[config.mk]
export PLATFORM = sky130hd
export DESIGN_NAME = mem_cmd_engine
export DESIGN_NICKNAME = d
export VERILOG_FILES = /design/src/rtl/mem_cmd_pkg.sv /design/src/rtl/mem_cmd_engine_mem_array.sv /design/src/rtl/mem_cmd_engine.sv
export SDC_FILE = /design/constraint.sdc
export NUM_CORES = 2
export LEC_CHECK = 0
export CAP_MARGIN = 20
export CELL_PAD_IN_SITES_DETAIL_PLACEMENT = 0
export CELL_PAD_IN_SITES_GLOBAL_PLACEMENT = 1
export CORE_ASPECT_RATIO = 0.8
export CORE_MARGIN = 4
export CORE_UTILIZATION = 56
export DETAILED_ROUTE_END_ITERATION = 8
export PLACE_DENSITY = 0.88
export REMOVE_ABC_BUFFERS = 1
export SLEW_MARGIN = 20
export SYNTH_ARGS = -nofsm -noshare
export SYNTH_HDL_FRONTEND = slang
export SYNTH_SLANG_ARGS = --single-unit
[constraint.sdc]
create_clock -name clk -period 4.6 [get_ports clk]
set_input_delay 0.92 -clock clk [delete_from_list [all_inputs] [get_ports clk]]
set_output_delay 0.92 -clock clk [all_outputs]
set_load 0.02 [all_outputs]
[src/rtl/mem_cmd_pkg.sv]
// Shared types for the clocked memory command engine: opcodes, FSM states
// and the default-width command record used by drivers of the engine.
package mem_cmd_pkg;

  typedef enum logic [1:0] {
    OP_READ  = 2'd0,
    OP_WRITE = 2'd1,
    OP_FILL  = 2'd2,
    OP_RSVD  = 2'd3
  } op_e;

  typedef enum logic [2:0] {
    IDLE,
    WR,
    RD,
    FILL,
    RESP
  } state_e;

  localparam int CMD_ADDR_W = 8;
  localparam int CMD_DATA_W = 8;
  localparam int CMD_LEN_W  = 4;

  typedef struct packed {
    op_e                   op;
    logic [CMD_ADDR_W-1:0] addr;
    logic [CMD_DATA_W-1:0] wdata;
    logic [CMD_LEN_W-1:0]  len;
  } mem_cmd_t;

endpackage

[src/rtl/mem_cmd_engine_mem_array.sv]
// Single-port word array with synchronous write; the read path adds
// READ_LAT-1 register stages so the engine's own rdata flop completes the latency.
module mem_cmd_engine_mem_array #(
  parameter int ADDR_W   = 8,
  parameter int DATA_W   = 8,
  parameter int DEPTH    = 256,
  parameter int READ_LAT = 2
) (
  input  logic              clk,
  input  logic              we,
  input  logic [ADDR_W-1:0] addr,
  input  logic [DATA_W-1:0] wdata,
  output logic [DATA_W-1:0] rdata
);

  localparam int STAGES = READ_LAT - 1;

  logic [DATA_W-1:0] mem_q [DEPTH];
  logic [DATA_W-1:0] rd_word;

  // NOTE: storage has no reset; contents must survive rst_n and a reset
  // network on every word would buy nothing.
  always_ff @(posedge clk) begin
    if (we) begin
      mem_q[addr] <= wdata;
    end
  end

  assign rd_word = mem_q[addr];

  generate
    if (STAGES == 0) begin : g_direct
      assign rdata = rd_word;
    end else begin : g_pipe
      logic [DATA_W-1:0] pipe_q [STAGES];

      always_ff @(posedge clk) begin
        pipe_q[0] <= rd_word;
        for (int i = 1; i < STAGES; i++) begin
          pipe_q[i] <= pipe_q[i-1];
        end
      end

      assign rdata = pipe_q[STAGES-1];
    end
  endgenerate

endmodule

[src/rtl/mem_cmd_engine.sv]
// Registered command front end for a single-port memory: read with fixed
// latency, single write, constant block fill, range error and done pulse.
module mem_cmd_engine
  import mem_cmd_pkg::*;
#(
  parameter int ADDR_W   = 8,
  parameter int DATA_W   = 8,
  parameter int DEPTH    = 256,
  parameter int READ_LAT = 2,
  parameter int LEN_W    = 4
) (
  input  logic              clk,
  input  logic              rst_n,
  input  logic              start,
  input  logic [1:0]        op,
  input  logic [ADDR_W-1:0] addr,
  input  logic [DATA_W-1:0] wdata,
  input  logic [LEN_W-1:0]  len,
  output logic              ready,
  output logic              done,
  output logic              err,
  output logic [DATA_W-1:0] rdata
);

  localparam int LAT_W = $clog2(READ_LAT + 1);

  typedef struct packed {
    op_e               op;
    logic [ADDR_W-1:0] addr;
    logic [DATA_W-1:0] wdata;
    logic [LEN_W-1:0]  len;
  } cmd_t;

  state_e            state_q, state_d;
  cmd_t              cmd_q, cmd_d;
  logic [LAT_W-1:0]  lat_q, lat_d;
  logic [DATA_W-1:0] rdata_q, rdata_d;
  logic              done_q, done_d;
  logic              err_q, err_d;
  logic              mem_we;
  logic [DATA_W-1:0] arr_rdata;

  function automatic logic addr_in_range(input logic [ADDR_W-1:0] a);
    return {1'b0, a} < (ADDR_W + 1)'(DEPTH);
  endfunction

  function automatic logic [ADDR_W-1:0] next_addr(input logic [ADDR_W-1:0] a);
    return (a == ADDR_W'(DEPTH - 1)) ? '0 : a + 1'b1;
  endfunction

  // During FILL, cmd_q.addr is the running write pointer and cmd_q.len the
  // words still to go; the RESP error check only sees unmodified fields.
  always_comb begin
    // NOTE: every variable gets its hold value first so no path can infer a latch.
    state_d = state_q;
    cmd_d   = cmd_q;
    lat_d   = lat_q;
    rdata_d = rdata_q;
    done_d  = 1'b0;
    err_d   = 1'b0;
    mem_we  = 1'b0;

    unique case (state_q)
      IDLE: begin
        if (start) begin
          cmd_d = '{op: op_e'(op), addr: addr, wdata: wdata, len: len};
          lat_d = LAT_W'(READ_LAT - 1);
          if (op_e'(op) == OP_RSVD || !addr_in_range(addr)) begin
            state_d = RESP;
          end else begin
            unique case (op_e'(op))
              OP_READ:  state_d = RD;
              OP_WRITE: state_d = WR;
              default:  state_d = FILL;
            endcase
          end
        end
      end
      WR: begin
        mem_we  = 1'b1;
        done_d  = 1'b1;
        state_d = IDLE;
      end
      RD: begin
        if (lat_q == '0) begin
          rdata_d = arr_rdata;
          state_d = RESP;
        end else begin
          lat_d = lat_q - 1'b1;
        end
      end
      FILL: begin
        mem_we = 1'b1;
        if (cmd_q.len == '0) begin
          done_d  = 1'b1;
          state_d = IDLE;
        end else begin
          cmd_d.len  = cmd_q.len - 1'b1;
          cmd_d.addr = next_addr(cmd_q.addr);
        end
      end
      RESP: begin
        done_d  = 1'b1;
        err_d   = (cmd_q.op == OP_RSVD) || !addr_in_range(cmd_q.addr);
        state_d = IDLE;
      end
      default: state_d = IDLE;
    endcase
  end

  // NOTE: state uses non-blocking assignments so every flop samples the
  // pre-edge value of every other flop.
  always_ff @(posedge clk or negedge rst_n) begin
    if (!rst_n) begin
      state_q <= IDLE;
      cmd_q   <= '0;
      lat_q   <= '0;
      rdata_q <= '0;
      done_q  <= 1'b0;
      err_q   <= 1'b0;
    end else begin
      state_q <= state_d;
      cmd_q   <= cmd_d;
      lat_q   <= lat_d;
      rdata_q <= rdata_d;
      done_q  <= done_d;
      err_q   <= err_d;
    end
  end

  mem_cmd_engine_mem_array #(
    .ADDR_W   (ADDR_W),
    .DATA_W   (DATA_W),
    .DEPTH    (DEPTH),
    .READ_LAT (READ_LAT)
  ) u_mem_array (
    .clk   (clk),
    .we    (mem_we),
    .addr  (cmd_q.addr),
    .wdata (cmd_q.wdata),
    .rdata (arr_rdata)
  );

  assign ready = (state_q == IDLE);
  assign done  = done_q;
  assign err   = err_q;
  assign rdata = rdata_q;

endmodule

==> flow_summary.json <==
{
  "outcome": "completed",
  "fin_nets": 3978,
  "synthMuxAreaShare": 0.146,
  "min_period_over_period": 0.824,
  "end_kind": "flip-flop",
  "dieArea_mm2": 0.149,
  "p_leak_uw": 0.0281,
  "firstDrtPassIters": 6,
  "cts_buffer_depth": 3,
  "clock-sinks": 2093,
  "viasPerCell": 6.86,
  "drive_above_1_share": 0.267,
  "routed-via-count": 40946,
  "crit_type": "reg2reg",
  "tritoncts": "built",
  "r2r_end": "u_mem_array.g_pipe.pipe_q[0][5]",
  "synth_compound_area_frac": 0.0403,
  "r2r_setup_slack_ns": 0.81,
  "worstMarginPinSlew_ns": 1.16,
  "clk_pin_slew_worst_paths_ns": 0.07,
  "r2r_start": "cmd_q[12]",
  "cts_setup_buffers": 0,
  "synth_top_family_by_area": "multiplexers",
  "antenna_found_initial": 8,
  "routed_wl_um": 198000,
  "yosys_warnings": 0,
  "synthAdderAreaFrac": 0.00125,
  "relSlewSlack": 0.224,
  "use_met3": 0.0677,
  "stdcell_count": 5966,
  "cellPowerDensity_mw_per_mm2": 616,
  "netlist.area_leader.share": 0.766,
  "synth-edff-count": 2048,
  "finalPower_uw": 55500,
  "place_inst": 5634,
  "syn_area_mm2": 0.0802,
  "start_util": 0.567,
  "synth-xor-area-share": 0,
  "grt_setup_unrepaired": "false",
  "clock_skew_ns": 0.0307,
  "ant_nets": 0,
  "layout_min_cycle_time_ns": 3.79,
  "drt_iter0_drc": 6625,
  "core_mm2": 0.141,
  "clk_latency_ns": 0.82,
  "track_usage": 0.267,
  "synth_ff_type": "edfxtp_1",
  "met1_usage": 0.377,
  "portBuffers": 35,
  "drv_cap": 0,
  "drv_slew": 0,
  "synth_seq_cells": 2093,
  "gr-total-overflow": 0,
  "cp-start-kind": "flip-flop",
  "ys_types": 47,
  "drc_errors": 0,
  "cp_max_fo": 52,
  "die_height_um": 347,
  "cts_resized": 0,
  "synth.largest_area_cell": "edfxtp_1",
  "worst_ir_drop_vdd_mv": 0.561,
  "setup_viol": 0,
  "hold_viol_final": 0,
  "grt_pass1_wl_um": 290000,
  "crit_start": "cmd_q[12]",
  "place_congestion": 0.850,
  "fin_tns_setup_ns": 0,
  "ctsHoldBuffers": 0,
  "crit_required_ns": 5.26,
  "area_delta_synth_final_pct": 12.2,
  "synth_area_leaders": "edfxtp_1 (77%), mux4_2 (14%), a22oi_1 (2.4%)",
  "synth_area_per_cell_um2": 21.7,
  "wl_per_cell_um": 33.1,
  "hold_path_class": "in2async",
  "worst-r2r-cell-count": 6,
  "root_buffer": "clkbuf_16",
  "cts_max_level": 4,
  "rows": 123,
  "die_w_um": 431,
  "yosys.area_share.simple": 0.0184,
  "io_pins": 36,
  "dpl.hpwl_um": 112000,
  "grt_pass1_vias": 40810,
  "cts_buffers": 182,
  "async_flop_share": 0.0177,
  "grt.busiest_layer": "met2",
  "worstPathArrival_ns": 4.45,
  "fmax_ghz": 0.264,
  "netlist_instances": 3698,
  "grt_use_met2": 0.406,
  "ys_seq_area_frac": 0.780,
  "grt_max_degree": 181
}
[metrics by stage]
step | cell area (um^2) | utilization | setup WS (ns) | hold slack, ns
after floorplan | 79200 | - | -17.30 | 0.424
after global placement | 84200 | 0.595 | 0.670 | 0.430
after detailed placement | 84200 | 0.595 | 0.818 | 0.447
after CTS | 90000 | 0.636 | 0.793 | 0.276
after global routing | 90100 | 0.637 | 0.658 | 0.326
final | 90100 | 0.637 | 0.811 | 0.283
[where the power goes]
part           total, uW  switching, uW  leakage, uW  internal (uW)
Combinational      15200           9450      0.00629           5730
Sequential         25100           1090       0.0189          24100
Clock              15100           6830      0.00283           8320
Total              55500          17400       0.0281          38100
[registers in the layout (all words and copies together), names as in the netlist]
name and flops:
done 1, state_q 3, lat_q 2, u_mem_array.mem_q 2048
cmd_q 22, rdata 8, u_mem_array.g_pipe.pipe_q 8, err 1
[routing by layer]
| layer | up-vias | wire length (um) | part of all wire |
|---|---|---|---|
| met5 | - | 80 | 0.00040 |
| met4 | 12 | 8620 | 0.044 |
| met3 | 490 | 24000 | 0.12 |
| met2 | 3109 | 93600 | 0.47 |
| met1 | 21266 | 71300 | 0.36 |
| li1 | 16069 | - | - |
[worst max-delay path, cell delays in order, from the launching register on]
cell and delay, ns:
dfrtp_4 0.98, buf_12 0.44, mux4_2 0.58, a22oi_1 0.31, a21oi_1 0.16, o41ai_1 0.96, nand4_1 0.16
[cell usage after synthesis, drive strengths merged (8+ instances only)]
cell type,count
edfxtp,2048
nand2,42
clkbuf,158
dfrtp,37
dfxtp,8
o21ai,17
a22oi,256
nand4,8
a21oi,142
ha,8
nor2,275
buf,75
and2,9
mux2,18
o41ai,32
mux4,512
inv,10
[layout by cell type (no fill, tap or decap), types with 33 or more instances in the layout]
cell type / synthesis / final
buf_4: 22 / 235
nor2_1: 275 / 274
a22oi_1: 256 / 256
edfxtp_1: 2048 / 2048
clkdlybuf4s50_1: 0 / 34
clkbuf_16: 0 / 185
mux4_2: 512 / 512
clkinv_2: 0 / 33
a21oi_1: 142 / 142
clkinv_1: 0 / 43
[worst max path at each step]
stage | slack, ns | endpoint
after floorplan | -17.30 | u_mem_array.mem_q[167][0]
after global placement | 0.67 | u_mem_array.g_pipe.pipe_q[0][2]
after detailed placement | 0.82 | u_mem_array.g_pipe.pipe_q[0][5]
after CTS | 0.79 | u_mem_array.g_pipe.pipe_q[0][1]
after global routing | 0.66 | u_mem_array.g_pipe.pipe_q[0][6]
final | 0.81 | u_mem_array.g_pipe.pipe_q[0][5]
[cell type report]
| class | instances | area, um^2 |
|---|---|---|
| sequential | 2093 | 62600 |
| fill | 8706 | 51400 |
| multi-input combinational | 1362 | 16600 |
| clock buffer | 217 | 4820 |
| timing repair buffer | 296 | 2630 |
| tap | 1875 | 2350 |
| clock inverter | 111 | 980 |
| inverter | 10 | 37.5 |
| antenna | 2 | 5.00 |
[cells by family after synthesis]
logic type	count (synthesis)
simple gates	361
buf+inv	243
flops	2093
fa+ha+maj	8
mux	530
compound gates	463
No activity file was read; power rests on OpenSTA's default activity.
